File: config.mk
export PLATFORM = sky130hd
export DESIGN_NAME = insn_fetch
export DESIGN_NICKNAME = d
export VERILOG_FILES = /design/src/rtl/insn_fetch.sv
export SDC_FILE = /design/constraint.sdc
export NUM_CORES = 1
export LEC_CHECK = 0
export ABC_CLOCK_PERIOD_IN_PS = 6800
export CORE_ASPECT_RATIO = 1.25
export CORE_MARGIN = 2
export CORE_UTILIZATION = 55
export CTS_BUF_LIST = sky130_fd_sc_hd__clkbuf_16
export CTS_CLUSTER_DIAMETER = 120
export DETAILED_ROUTE_END_ITERATION = 6
export PLACE_DENSITY = 0.82
export SYNTH_ARGS = -nofsm -noshare
export SYNTH_HDL_FRONTEND = slang
export SYNTH_SLANG_ARGS = --single-unit
File: constraint.sdc
create_clock -name clk -period 6.8 [get_ports clk]
set_input_delay 1.02 -clock clk [delete_from_list [all_inputs] [get_ports clk]]
set_output_delay 1.02 -clock clk [all_outputs]
set_load 0.1 [all_outputs]
File: src/rtl/insn_fetch.sv
// insn_fetch: instruction prefetch unit with a DEPTH-entry queue and one outstanding memory request
// Ports: clk, reset_n (async active-low); mem_req/mem_addr out, mem_ack/mem_data in (memory handshake);
// redirect/redirect_pc in (flush and refetch); insn_valid/insn/insn_pc out, insn_ready in (decode side).
// Option: define FETCH_STALL_COUNT_EN to add the stall_count output.
module insn_fetch #(
    parameter logic [31:0] RESET_PC = 32'h0000_1000,
    parameter int          DEPTH    = 2
) (
    input  logic        clk,
    input  logic        reset_n,
    output logic        mem_req,
    output logic [31:0] mem_addr,
    input  logic        mem_ack,
    input  logic [31:0] mem_data,
    input  logic        redirect,
    input  logic [31:0] redirect_pc,
    output logic        insn_valid,
    output logic [31:0] insn,
    output logic [31:0] insn_pc,
    input  logic        insn_ready
`ifdef FETCH_STALL_COUNT_EN
    ,
    output logic [31:0] stall_count
`endif
);
    localparam int PW = DEPTH > 1 ? $clog2(DEPTH) : 1;
    typedef enum logic [1:0] {IDLE, WAIT, DROP} state_t;
    state_t state, state_n;
    logic [31:0] fetch_pc, pc_n, addr_n;
    logic [31:0] q_insn [DEPTH];
    logic [31:0] q_pc [DEPTH];
    logic [PW-1:0] head, tail;
    logic [3:0] count;
    logic push, pop;

    function automatic logic [PW-1:0] wrap_inc(input logic [PW-1:0] p);
        return p == PW'(DEPTH - 1) ? '0 : p + 1'b1;
    endfunction

    assign insn_valid = count != 4'd0;
    assign insn = q_insn[head];
    assign insn_pc = q_pc[head];
    assign pop = insn_valid && insn_ready && !redirect;

    // Redirect never pushes; a pending request is either discarded now (ack) or via DROP.
    always_comb begin
        state_n = state;
        addr_n = mem_addr;
        pc_n = redirect ? redirect_pc : fetch_pc;
        push = 1'b0;
        case (state)
            IDLE: if (!redirect && count < 4'(DEPTH)) begin
                state_n = WAIT;
                addr_n = fetch_pc;
            end
            WAIT: if (mem_ack) begin
                state_n = IDLE;
                if (!redirect) begin
                    push = 1'b1;
                    pc_n = mem_addr + 32'd1;
                    addr_n = mem_addr + 32'd1;
                    state_n = count + 4'd1 - {3'b0, pop} < 4'(DEPTH) ? WAIT : IDLE;
                end
            end else if (redirect) state_n = DROP;
            DROP: state_n = mem_ack ? IDLE : DROP;
            default: state_n = IDLE;
        endcase
    end

    always_ff @(posedge clk or negedge reset_n) begin
        if (!reset_n) begin
            state <= IDLE;
            mem_req <= 1'b0;
            mem_addr <= RESET_PC;
            fetch_pc <= RESET_PC;
        end else begin
            state <= state_n;
            mem_req <= state_n != IDLE;
            mem_addr <= addr_n;
            fetch_pc <= pc_n;
        end
    end

    always_ff @(posedge clk or negedge reset_n) begin
        if (!reset_n) begin
            head <= '0;
            tail <= '0;
            count <= '0;
            for (int i = 0; i < DEPTH; i++) begin
                q_insn[i] <= '0;
                q_pc[i] <= '0;
            end
        end else if (redirect) begin
            head <= '0;
            tail <= '0;
            count <= '0;
        end else begin
            if (push) begin
                q_insn[tail] <= mem_data;
                q_pc[tail] <= mem_addr;
                tail <= wrap_inc(tail);
            end
            if (pop) head <= wrap_inc(head);
            count <= count + {3'b0, push} - {3'b0, pop};
        end
    end

`ifdef FETCH_STALL_COUNT_EN
    always_ff @(posedge clk or negedge reset_n) begin
        if (!reset_n) stall_count <= '0;
        else if (insn_ready && !insn_valid && stall_count != '1) stall_count <= stall_count + 32'd1;
    end
`endif
endmodule

==> impl_metrics.ini <==
[floorplan]
core_area_sq_um = 18100
initial_core_util_pct = 56.22
die_h_um = 156.1
std_cell_rows = 55
design.die.area_sq_um = 19610
pin_count = 167
dieWidth_um = 125.7

[critical_path]
critPathLaunchType = flop
critical_path.n_buffers_inverters = 1
required_ps = 5780
timing.critical_path.cells = mux2_2, clkdlybuf4s50_1
worst_path_largest_cell_delay_ps = 1150
path_delay_family = buffers and inverters
worst-endpoint-arrival_ps = 3050
critPathSlowestCell = clkdlybuf4s50_1
worst_setup_end_kind = primary output
cp_max_fo = 65
setup_cp_type = flop to primary output

[sta]
skew_ps = 15.89
setup_repair_after_global_routing_missed_its_margin = false
worst-slew-pin-transition_ps = 1138
minimum_clock_period_ps = 4069
timing.fmax_mhz = 245.8
final-setup-viol-count = 0
timing.final.crit_share_pct = 59.83
number_of_endpoints_with_negative_hold_slack_in_the_final_report = 0
timing.setup.tns_ps = 0
max_slew_headroom_at_the_worst_pin_pct = 24.15
count_of_final_max_slew_check_failures = 0

[clock_network]
clk_path_buf_depth = 3
cts_tree = done
clk_pin_slew_ps = 60
hold_buf_cts = 0
tritoncts_buffer_count = 21
post_cts_resize_count = 0
clock_tree_root_buffer_cell = clkbuf_16
insertion_delay_ps = 500
postCtsSetupRepairBufs = 0
clock_tree.htree_level_count = 1
cts_num_sinks = 201

[synthesis]
synth_top_area_cell = dfrtp_1
mappedNetlistArea_sq_um = 10170
postSynthRegisterBits = 201
synthArstFlopShare_pct = 100.0
ys_dominant_reg_cell = dfrtp_1
synth_top_area_share_pct = 48.94
syn-num-nets = 947
synth_top_family_by_area = multiplexers
synthesis.instances = 869
synth_edf_count = 0
synthesis.yosys.warnings = 0
synth_sequential_area_ratio_pct = 49.46
post_synthesis_compound_gate_area_fraction_pct = 7.612
synth_adder_area_share_pct = 1.181
portion_of_netlist_area_occupied_by_mux_cells_pct = 22.44
synth.area.top_cells = dfrtp_1, mux2_2, nand2_1
yosysUniqueCellTypes = 69
synthXorXnorAreaFrac_pct = 2.496
synth_simple_gate_area_share_pct = 11.97
synthesis.area_per_instance_sq_um = 11.71

[global_routing]
grt.total_usage_pct = 24.10
antenna_found_initial = 1
grt.overflow.total = 0
met3_usage_pct = 3.326
met1_track_usage_gr_pct = 31.28
wire_length_of_the_first_global_routing_pass_um = 38630
global_route.usage.met2_pct = 41.96
maximum_number_of_pins_on_one_net_before_global_route_repair = 77
first_global_vias = 7594
grt_most_used_layer = met2

[routing]
detail_route.wirelength_um = 23630
drc = 0
drt_first_iter_violations = 520
total_number_of_vias = 7267
drt_pass1_iterations = 5
drt.antenna.violating_nets = 0
avgRoutedWirePerCell_um = 19.07
post_drt_via_cell_ratio = 5.865

[placed_design]
hpwl_after_dpl_um = 15280
global_placer_s_final_weighted_congestion = 0.8918
io_buffer_count = 166

[layout]
multi_input_comb_area_sq_um = 4659
design.final.nets = 1074
final_core_util_pct = 68.63
layout-drive-gt1-share_pct = 25.05
area_growth_pct = 22.07
fill_cells = 1382
storage_element_area_sq_um = 5036

[status]
status = completed

[flow_run]
max_cap_violations = 0

[hold_path]
hold_path.class = flop to flop
[stage by stage]
stage | instances | hold slack [ps] | area, sq um | setup WS (ps)
finish | 1239 | 488.9 | 12420 | 2731
global route | 1239 | 514.6 | 12420 | 2628
CTS | 1238 | 487.3 | 12420 | 2683
detailed placement | 1201 | 471.6 | 11740 | 2335
global placement | 1201 | 474.0 | 11740 | 2410
floorplan | 869 | 449.8 | 10170 | 3735
[registers in the layout, indices dropped and copies added, names as in the netlist]
| signal | count |
|---|---|
| mem_req | 1 |
| fetch_pc | 32 |
| mem_addr | 32 |
| head | 1 |
| q_insn | 64 |
| tail | 1 |
| q_pc | 64 |
| state | 2 |
| count | 4 |
[synthesized netlist by cell type (3+ instances only)]
cell type  count
nor2_1        36
o21ai_0       30
o31ai_1        3
a21o_1         3
dfrtp_1      199
xor2_1        15
ha_1           8
mux2i_1       11
a22o_1         4
nor4_1         4
clkbuf_8       5
nor4_4         3
o221ai_1       5
a22oi_1        6
nand2_1       66
or3_1          5
buf_6         11
nand2b_1       4
a2bb2oi_1      6
mux2_2       193
nor3_1         7
nor2b_1        6
xnor2_1       14
o211ai_1       4
buf_4          9
clkbuf_1      27
nand4_1       14
nand3_1       33
clkbuf_2       3
and3_1        22
o22ai_1        9
inv_1         11
and2_1         4
buf_2         11
a21oi_1       35
[worst register-to-register path, cell delays in order, from the launching register on]
cell and delay, ps:
dfrtp_1 420, nor2b_2 210, nand2_2 420, nor2_4 340, inv_2 270, nor2_4 690
buf_4 570, mux2_2 440
[cell type report]
cell class | count | share of cell area [%]
inverters | 12 | 0.3626
clock inverters | 16 | 1.239
well taps | 228 | 2.297
flip-flops and latches | 201 | 40.55
repair buffers | 173 | 13.79
clock buffers | 21 | 4.231
multi-input cells | 587 | 37.51
diodes | 1 | 0.02015
[per-layer routing]
layer / vias to the layer above / wire [um]
met1: 3607 / 10020
met2: 255 / 11740
met4: 0 / 527
met5: - / 0
met3: 38 / 1349
li1: 3367 / -
[cell families after synthesis]
logic type                 count (synthesis)
DFF                                      201
buffers and inverters                     81
muxes                                    204
xor gates and xnor gates                  29
AOI/OAI and AO/OA                        121
and+or+nand+nor                          224
adders and majority gates                  9
[worst paths after layout]
path                                         from                       end  slack (ps)  cells after the start
max in group asynchronous                 reset_n     q_insn[5]$_DFFE_PN0P_        4910                      2
min in group asynchronous                 reset_n        count[2]$_DFF_PN0_         540                      1
min                        fetch_pc[23]$_DFF_PN0_  mem_addr[23]$_DFFE_PN0P_         490                      2
max                              head$_DFFE_PN0P_                  insn[24]        2730                      2
min reg2reg                fetch_pc[23]$_DFF_PN0_  mem_addr[23]$_DFFE_PN0P_         490                      2
max reg2reg                    state[0]$_DFF_PN0_    q_insn[42]$_DFFE_PN0P_        3330                      7
[cells in the final DEF (no fill, tap or decap), drive strengths merged, types with 11 or more instances in the layout]
cell type	instances
clkbuf	22
inv	22
nor2	39
o21ai	31
clkdlybuf4s50	164
dfrtp	199
nand4	16
xnor2	14
mux2	193
and3	23
mux2i	11
nand3	33
nand2	67
xor2	15
a21oi	35
Power is left out: the tool's default activity adds up to more than one toggle a clock period on the data nets, which glitch-free logic cannot reach.
